[src/rtl/overlay_scheduler.sv]
// Frame-rate overlay controller: detects the rising edge of V, then once per
// frame walks a square around the active-picture perimeter and sequences the
// eyelid of an eye-blink animation. All outputs are registered and change only
// on the frame tick, so the pixel-rate mixer can use them for a whole frame.
module overlay_scheduler #(
  parameter int unsigned ACTIVE_W     = 1024,
  parameter int unsigned ACTIVE_H     = 768,
  parameter int unsigned SQUARE_SIZE  = 20,
  parameter int unsigned STEP         = 4,
  parameter int unsigned BLINK_PERIOD = 120,
  parameter int unsigned EYELID_MAX   = 100,
  parameter int unsigned EYELID_STEP  = 20,
  parameter int unsigned CLOSED_HOLD  = 4
) (
  input  logic       clk_i,
  input  logic       rst_n_i,
  input  logic       cen_i,
  input  logic [3:0] fvht_i,
  input  logic       enable_i,
  input  logic       blink_req_i,
  output logic       frame_tick_o,
  output logic [9:0] square_x_o,
  output logic [9:0] square_y_o,
  output logic [1:0] dir_o,
  output logic [7:0] eyelid_o,
  output logic       blink_busy_o
);

  localparam logic [10:0] XMAX    = 11'(ACTIVE_W - SQUARE_SIZE);
  localparam logic [10:0] YMAX    = 11'(ACTIVE_H - SQUARE_SIZE);
  localparam logic [10:0] MSTEP   = 11'(STEP);
  localparam logic [9:0]  XMAX10  = 10'(ACTIVE_W - SQUARE_SIZE);
  localparam logic [9:0]  YMAX10  = 10'(ACTIVE_H - SQUARE_SIZE);
  localparam logic [9:0]  MSTEP10 = 10'(STEP);
  localparam logic [15:0] EMAX    = 16'(EYELID_MAX);
  localparam logic [15:0] ESTEP   = 16'(EYELID_STEP);
  localparam logic [7:0]  EMAX8   = 8'(EYELID_MAX);
  localparam logic [7:0]  ESTEP8  = 8'(EYELID_STEP);

  localparam int unsigned CNT_W  = $clog2(BLINK_PERIOD + 1);
  localparam int unsigned HOLD_W = $clog2(CLOSED_HOLD + 1);
  localparam logic [CNT_W-1:0]  CNT_LAST  = CNT_W'(BLINK_PERIOD - 1);
  localparam logic [CNT_W-1:0]  CNT_ONE   = CNT_W'(1);
  localparam logic [HOLD_W-1:0] HOLD_LAST = HOLD_W'(CLOSED_HOLD - 1);
  localparam logic [HOLD_W-1:0] HOLD_ONE  = HOLD_W'(1);

  typedef enum logic [1:0] {
    S_IDLE    = 2'd0,
    S_CLOSING = 2'd1,
    S_CLOSED  = 2'd2,
    S_OPENING = 2'd3
  } state_t;

  typedef enum logic [1:0] {
    DIR_RIGHT = 2'd0,
    DIR_DOWN  = 2'd1,
    DIR_LEFT  = 2'd2,
    DIR_UP    = 2'd3
  } dir_t;

  logic              v_dly_q, v_dly_d;
  logic              tick_q, tick_d;
  logic [9:0]        x_q, x_d;
  logic [9:0]        y_q, y_d;
  dir_t              dir_q, dir_d;
  logic [7:0]        eyelid_q, eyelid_d;
  state_t            state_q, state_d;
  logic              busy_q, busy_d;
  logic [CNT_W-1:0]  frame_cnt_q, frame_cnt_d;
  logic [HOLD_W-1:0] hold_cnt_q, hold_cnt_d;
  logic              req_q, req_d;

  logic        rise;
  logic [10:0] x_ext, y_ext, x_inc, y_inc;
  logic [15:0] eye_ext, eye_sum;
  logic        unused_fvht;

  assign rise    = fvht_i[2] & ~v_dly_q;
  assign x_ext   = {1'b0, x_q};
  assign y_ext   = {1'b0, y_q};
  assign x_inc   = x_ext + MSTEP;
  assign y_inc   = y_ext + MSTEP;
  assign eye_ext = {8'h00, eyelid_q};
  assign eye_sum = eye_ext + ESTEP;

  assign unused_fvht = ^{fvht_i[3], fvht_i[1:0]};

  // Next-state: tick detection, perimeter motion, blink sequencing, request latch
  always_comb begin
    v_dly_d     = v_dly_q;
    tick_d      = tick_q;
    x_d         = x_q;
    y_d         = y_q;
    dir_d       = dir_q;
    eyelid_d    = eyelid_q;
    state_d     = state_q;
    frame_cnt_d = frame_cnt_q;
    hold_cnt_d  = hold_cnt_q;
    req_d       = req_q;

    if (cen_i) begin
      v_dly_d = fvht_i[2];
      tick_d  = rise;

      if (rise && enable_i) begin
        unique case (dir_q)
          DIR_RIGHT: begin
            if (x_inc >= XMAX) begin
              x_d   = XMAX10;
              dir_d = DIR_DOWN;
            end else begin
              x_d = x_inc[9:0];
            end
          end
          DIR_DOWN: begin
            if (y_inc >= YMAX) begin
              y_d   = YMAX10;
              dir_d = DIR_LEFT;
            end else begin
              y_d = y_inc[9:0];
            end
          end
          DIR_LEFT: begin
            if (x_ext <= MSTEP) begin
              x_d   = '0;
              dir_d = DIR_UP;
            end else begin
              x_d = x_q - MSTEP10;
            end
          end
          DIR_UP: begin
            if (y_ext <= MSTEP) begin
              y_d   = '0;
              dir_d = DIR_RIGHT;
            end else begin
              y_d = y_q - MSTEP10;
            end
          end
          default: ;
        endcase

        unique case (state_q)
          S_IDLE: begin
            if (frame_cnt_q == CNT_LAST || req_q) begin
              state_d     = S_CLOSING;
              frame_cnt_d = '0;
              req_d       = 1'b0;
            end else begin
              frame_cnt_d = frame_cnt_q + CNT_ONE;
            end
          end
          S_CLOSING: begin
            eyelid_d = (eye_sum >= EMAX) ? EMAX8 : eye_sum[7:0];
            if (eyelid_d == EMAX8) begin
              state_d    = S_CLOSED;
              hold_cnt_d = '0;
            end
          end
          S_CLOSED: begin
            hold_cnt_d = hold_cnt_q + HOLD_ONE;
            if (hold_cnt_q == HOLD_LAST) begin
              state_d = S_OPENING;
            end
          end
          S_OPENING: begin
            eyelid_d = (eye_ext > ESTEP) ? (eyelid_q - ESTEP8) : '0;
            if (eyelid_d == '0) begin
              state_d = S_IDLE;
            end
          end
          default: ;
        endcase
      end

      // Requests are only captured while idle and not already departing IDLE.
      if (state_q == S_IDLE && state_d == S_IDLE && blink_req_i) begin
        req_d = 1'b1;
      end
    end

    busy_d = (state_d != S_IDLE);
  end

  // State registers; v_dly resets high so a V already high at release is not a tick
  always_ff @(posedge clk_i or negedge rst_n_i) begin
    if (!rst_n_i) begin
      v_dly_q     <= 1'b1;
      tick_q      <= 1'b0;
      x_q         <= '0;
      y_q         <= '0;
      dir_q       <= DIR_RIGHT;
      eyelid_q    <= '0;
      state_q     <= S_IDLE;
      busy_q      <= 1'b0;
      frame_cnt_q <= '0;
      hold_cnt_q  <= '0;
      req_q       <= 1'b0;
    end else begin
      v_dly_q     <= v_dly_d;
      tick_q      <= tick_d;
      x_q         <= x_d;
      y_q         <= y_d;
      dir_q       <= dir_d;
      eyelid_q    <= eyelid_d;
      state_q     <= state_d;
      busy_q      <= busy_d;
      frame_cnt_q <= frame_cnt_d;
      hold_cnt_q  <= hold_cnt_d;
      req_q       <= req_d;
    end
  end

  assign frame_tick_o = tick_q;
  assign square_x_o   = x_q;
  assign square_y_o   = y_q;
  assign dir_o        = dir_q;
  assign eyelid_o     = eyelid_q;
  assign blink_busy_o = busy_q;

endmodule
[config.mk]
export PLATFORM = sky130hd
export DESIGN_NAME = overlay_scheduler
export DESIGN_NICKNAME = d
export VERILOG_FILES = /design/src/rtl/overlay_scheduler.sv
export SDC_FILE = /design/constraint.sdc
export NUM_CORES = 1
export LEC_CHECK = 0
export BUFFER_PORTS_ARGS = -buffer_cell sky130_fd_sc_hd__clkbuf_2
export CORE_MARGIN = 1
export CORE_UTILIZATION = 64
export DETAILED_ROUTE_END_ITERATION = 6
export PLACE_DENSITY = 0.86
export REMOVE_ABC_BUFFERS = 1
export SLEW_MARGIN = 10
export SYNTH_ARGS = -nofsm -noshare
export SYNTH_HDL_FRONTEND = slang
export SYNTH_SLANG_ARGS = --single-unit
[constraint.sdc]
create_clock -name clk_i -period 5.3 [get_ports clk_i]
set_clock_uncertainty 0.05 [all_clocks]
set_input_delay 0.265 -clock clk_i [delete_from_list [all_inputs] [get_ports clk_i]]
set_output_delay 0.265 -clock clk_i [all_outputs]
set_load 0.1 [all_outputs]
**Word level (Yosys, flattened, before mapping)**

Index checks and enable logic that the tools add are counted.

- Register bits after elaboration: 46
- Input port bits: 9
- Output and inout bits: 32
- Word-level logic and storage cells: 93

- $add $sub $neg: 8
- Magnitude comparators: 6
- Equality and inequality tests: 14
- Multiplexer cells: 29
- Bitwise logic cells: 2
- Reductions and logical operators: 23

Operators with widths:

| cell | count |
|---|---|
| two-way mux 10 bit | 4 |
| one-hot mux 10 bit (2 select lines) | 2 |
| adder 10 x 3 -> 11 bit, second input constant | 2 |
| greater-or-equal comparator 11 x 10 -> 1 bit, second input constant | 2 |
| two-way mux 2 bit | 11 |
| less-or-equal comparator 10 x 3 -> 1 bit, second input constant | 2 |
| subtractor 10 x 3 -> 10 bit, second input constant | 2 |
| two-way mux 8 bit | 2 |
| one-hot mux 2 bit (4 select lines) | 2 |
| one-hot mux 8 bit (2 select lines) | 1 |
| nonzero test 2 bit | 8 |
| AND reduction 3 bit | 4 |
| != test 2 bit, second input constant | 5 |
| adder 8 x 5 -> 9 bit, second input constant | 1 |
| greater-or-equal comparator 9 x 7 -> 1 bit, second input constant | 1 |
| == test 2 bit, second input constant | 4 |
| == test 8 x 7 -> 1 bit, second input constant | 1 |
| greater-than comparator 8 x 5 -> 1 bit, second input constant | 1 |
| logical NOT 8 bit | 1 |
| AND reduction 4 bit | 2 |
| subtractor 8 x 5 -> 8 bit, second input constant | 1 |
| adder 7 x 1 -> 7 bit, second input constant | 1 |
| == test 7 bit, second input constant | 1 |
| two-way mux 7 bit | 1 |
| 12 further kinds | 20 |

**Logic depth before layout (Yosys ltp)**

- Depth in word-level cells: 13
- Mapped depth: 10
- Gate-level depth less buffers: 8

**Least setup slack after synthesis**

Ideal clock, no wire load.

- Kind: flip-flop to flip-flop
- Start point: register x_q[2] (netlist: square_x_o[2])
- End point: register dir_q[1] (netlist: dir_o[1])
- Setup time: 127 ps
- Arrival time: 2789 ps
- Required time: 5123 ps
- Slack: 2335 ps
- Stages on the path, launching flop included: 10
- Path buffers: 1
- Clock period less this slack: 2965 ps
- Path through: dfrtp_1 -> buf_2 -> inv_1 -> ha_1 -> or2_1 -> a31oi_1 -> a211oi_4 -> o211ai_4 -> a311oi_4 -> mux2_4

- Word-level cells in the longest chain between the ends: 4
- Elaborated cells on any way between the ends: 6
- Classes of those cells: add/sub: 1; order compare: 2; eq/ne: 2; reduce/logical: 1

RTL lines:

| element | RTL line | text |
|---|---|---|
| start: declaration | 63 | `logic [9:0] x_q, x_d;` |
| start signal: assignment | 189 | `x_q <= '0;` |
| start signal: assignment | 201 | `x_q <= x_d;` |
| adder 10 x 3 -> 11 bit | 81 | `assign x_inc = x_ext + MSTEP;` |
| greater-or-equal comparator 11 x 10 -> 1 bit | 108 | `if (x_inc >= XMAX) begin` |
| != test 2 bit (no source line) | -- |  |
| AND reduction 6 bit (no source line) (*) | -- |  |
| end signal: assignment | 203 | `dir_q <= dir_d;` |
| end: declaration | 65 | `dir_t dir_q, dir_d;` |

Mark *: on every way between the ends. The rest lies on a longest branch, timed or not.
A chain may end at the register's enable or synchronous reset.

**Final worst setup path**

- Start point: register y_q[2] (netlist: square_y_o[2])
- End point: register dir_q[1] (netlist: dir_o[1])

- Word-level cells in the longest chain between the ends: 4
- Elaborated cells on any way between the ends: 6
- Classes of those cells: add/sub: 1; order compare: 2; eq/ne: 2; reduce/logical: 1

RTL lines:

| element | RTL line | text |
|---|---|---|
| start: declaration | 64 | `logic [9:0] y_q, y_d;` |
| start signal: assignment | 202 | `y_q <= y_d;` |
| adder 10 x 3 -> 11 bit | 82 | `assign y_inc = y_ext + MSTEP;` |
| greater-or-equal comparator 11 x 10 -> 1 bit | 116 | `if (y_inc >= YMAX) begin` |
| != test 2 bit (no source line) | -- |  |
| AND reduction 6 bit (no source line) (*) | -- |  |

Marked as above.

==> summary.md <==
| Metric | Value |
|---|---|
| Distinct cell type count after synthesis | 73 |
| Synth Instances | 420 |
| Initial antenna violation count | 0 |
| Largest net degree at the start of global routing | 43 |
| DRT antenna net count | 0 |
| Leakage | 0.001556 µW |
| Setup TNS | 0 ps |
| First-pass GRT wire length | 12970 µm |
| Status | finished, final reports clean |
| Multi-input gate area | 0.002202 mm² |
| Die Ht | 75.71 µm |
| Initial drt markers | 222 |
| CP Class | flip-flop to flip-flop |
| Final Wtd Congestion | 0.9458 |
| Vias/cell | 6.507 |
| Row cnt | 26 |
| Worst path max stage delay | 520 ps |
| Slew Limit Fails | 0 |
| Skew-Pair Late Insertion Delay | 300 ps |
| Actual slew at the worst max-slew pin | 961.8 ps |
| Met2 wire len | 3833 µm |
| Arrival time worst endpoint | 2930 ps |
| CP Launch Type | flip-flop |
| CP cell instances | inv_1 > ha_1 > nor2_1 > nor4b_4 > or2b_1 > o211ai_4 > a311oi_4 > mux2_4 |
| Power Dens Cells | 450.2 mW/mm² |
| Largest fanout on the critical path | 11 |
| Area growth syn-to-layout | 5.397% |
| Metal3 WL | 508 µm |
| Sequential share of the synthesized area | 30.26% |
| Post-Syn Area | 0.003477 mm² |
| Die W | 75.71 µm |
| Gr ovfl total | 0 |
| Hold_buf cts | 0 |
| Fin crit period | 2798 ps |
| Critical Path RT | 5440 ps |
| GR Util All Layers | 29.49% |
| Ys async rst share | 100.0% |
| Num CTS Buffers | 5 |
| Detailed-route via count | 3260 |
| Final Hold Vio Count | 0 |
| NumNets Final | 459 |
| Final period util | 52.79% |
| Antenna diodes | 0 |
| Fill cell count | 434 |
| RSZ-0062 raised after global routing | false |
| Synth Warn # | 0 |
| Clock tree from TritonCTS | yes |
| Setup violators final | 0 |
| Worst path slowest cell | dfrtp_1 |
| Post-CTS Setup Inserts | 0 |
| IO Pins | 41 |
| Top sig layer | met4 |
| Main synth FF type | dfrtp_1 |
| Post-DP HPWL | 5500 µm |
| Number of enable flip-flop cells after synthesis | 0 |
| Sequential cell area | 0.001052 mm² |
| TritonCTS sink count | 42 |
| CP Capture Type | flip-flop |
| Vias in the first global route | 2874 |
| Worst VDD drop | 0.0005514 V |
| Clock Path Buffers | 2 |
| Starting density of the core | 67.22% |
| Placed Area | 0.003578 mm² |
| Core area | 0.005172 mm² |
| Final WL | 7979 µm |
| CTS clk-pin slew, worst paths | 90 ps |
| IO buf count | 33 |
| Post-route cell area | 0.003665 mm² |
| H-tree lvl count | 2 |
| Worst hold path class | input pin to async pin |
| Yosys reg bits | 42 |
| Routed WL per cell | 15.93 µm |
| Drt first pass iters | 7 |
| DRC violation count after routing | 0 |
| Layout cells sized above 1 | 12.99% |
| Post-cts sizing count | 0 |
| CTS Root Buffer Type | clkbuf_8 |
| Max_slew headroom | 35.88% |
| Metal-1 WL | 3544 µm |
| Mean Syn Cell Area | 8.279 µm² |
| DIE AREA | 0.005732 mm² |
| Max cap viols | 0 |
| Fmax | 357.4 MHz |
==> path summary, 6_finish.rpt <==
check	from	end	slack (ps)	cells past startpoint
setup reg to reg	square_y_o[2]	dir_o[1]	2500	8
min in group clk_i	cen_i	frame_tick_o	190	2
hold reg to reg	frame_cnt_q[6]	frame_cnt_q[6]	450	1
max in group asynchronous	rst_n_i	dir_o[1]	4540	1
hold / removal	rst_n_i	eyelid_o[6]	60	1
setup / recovery	square_y_o[2]	dir_o[1]	2500	8
==> stage by stage <==
step	std cells	total power [µW]	util [%]	hold slack (ps)	setup WS [ps]
after floorplan	390	1249	-	-80.59	2346
after global placement	493	1400	69.18	416.9	2637
after detailed placement	493	1430	69.18	431.3	2562
after CTS	501	1647	70.85	135.9	2545
after global routing	501	1753	70.85	162.8	2359
final	501	1650	70.85	59.34	2502
==> metal layers <==
| metal | global-route usage, % | vias up |
|---|---|---|
| li1 | - | 1560 |
| met1 | 39.73 | 1557 |
| met2 | 48.71 | 131 |
| met3 | 4.894 | 12 |
| met4 | 9.053 | 0 |
| met5 | 0 | - |
==> sequential cells by signal (all words and copies together), names as in the netlist <==
signal        cells
state_q           2
hold_cnt_q        3
frame_cnt_q       7
dir_o             2
blink_busy_o      1
eyelid_o          8
square_y_o        8
square_x_o        8
v_dly_q           1
frame_tick_o      1
req_q             1
==> logic make-up (layout without fill, tap and decap cells) <==
group / Yosys count / after routing / synth area share, %
xor gates and xnor gates: 14 / 14 / 3.527
and+or+nand+nor: 150 / 150 / 23.21
muxes: 10 / 10 / 3.130
DFF: 42 / 42 / 30.26
AOI/OAI and AO/OA: 131 / 131 / 25.84
buffers and inverters: 52 / 60 / 6.729
other: 1 / 4 / 0.1078
adders and majority gates: 20 / 20 / 7.197
==> layout make-up <==
cell class | instances | share of cell area [%]
well taps | 70 | 2.390
repair buffers | 33 | 4.507
multi-input cells | 329 | 60.09
inverters | 19 | 1.946
flip-flops and latches | 42 | 28.71
clock inverters | 2 | 0.3756
clock buffers | 6 | 1.980
==> synth_stat cells (3+ instances only) <==
cell | instances | area share [%]
or3_1 | 3 | 0.54
a211oi_1 | 3 | 0.65
and3_1 | 3 | 0.54
o31ai_1 | 6 | 1.3
o21ai_1 | 8 | 1.2
and4_1 | 4 | 1.0
xor2_1 | 7 | 1.8
nor3_1 | 13 | 1.9
nor4b_1 | 3 | 0.76
nand4b_1 | 3 | 0.76
ha_1 | 20 | 7.2
mux2i_1 | 6 | 1.7
or4_1 | 3 | 0.65
dfrtp_1 | 41 | 30
xnor2_1 | 7 | 1.8
buf_2 | 7 | 1.0
nand3b_1 | 3 | 0.65
mux2_2 | 3 | 0.97
a21oi_1 | 20 | 2.9
nand4_1 | 4 | 0.72
nor2_1 | 42 | 4.5
a21o_1 | 5 | 1.1
o22a_1 | 4 | 1.0
o21ai_0 | 36 | 5.2
buf_4 | 4 | 0.86
nor2b_1 | 3 | 0.54
o22ai_1 | 4 | 0.72
and2_1 | 4 | 0.72
nand2_1 | 34 | 3.7
a31oi_1 | 11 | 2.0
clkbuf_1 | 20 | 2.2
nand3_1 | 16 | 2.3
inv_1 | 18 | 1.9
==> placed cells by master (no fill, tap or decap), types with 3 or more instances in the layout <==
cell,synthesis,routed
nor2_1,42,42
dfrtp_1,41,41
o21ai_0,36,36
nand2_1,34,34
clkbuf_2,0,32
a21oi_1,20,20
ha_1,20,20
inv_1,18,18
nand3_1,16,16
nor3_1,13,13
a31oi_1,11,11
o21ai_1,8,8
xor2_1,7,7
xnor2_1,7,7
mux2i_1,6,6
o31ai_1,6,6
a21o_1,5,5
clkbuf_8,0,5
and4_1,4,4
and2_1,4,4
o22a_1,4,4
nand4_1,4,4
o22ai_1,4,4
conb_1,1,4
mux2_2,3,3
nand4b_1,3,3
nor2b_1,3,3
a211oi_1,3,3
and3_1,3,3
nor4b_1,3,3
nand3b_1,3,3
or4_1,3,3
or3_1,3,3
==> critical path, delay by kind of cell (launching register included) <==
kind / cells / cell delay [ps]
multiplexers: 1 / 330
AND/OR/NAND/NOR: 3 / 800
AO/OA/AOI/OAI: 2 / 420
flip-flops: 1 / 520
buffers and inverters: 1 / 230
adder cells (fa/ha/maj): 1 / 340
==> report_power, final <==
part / internal [µW] / switching, µW
registers: 387 / 163
clock network: 93.3 / 120
logic: 252 / 634
No activity file was read; power rests on OpenSTA's default activity.
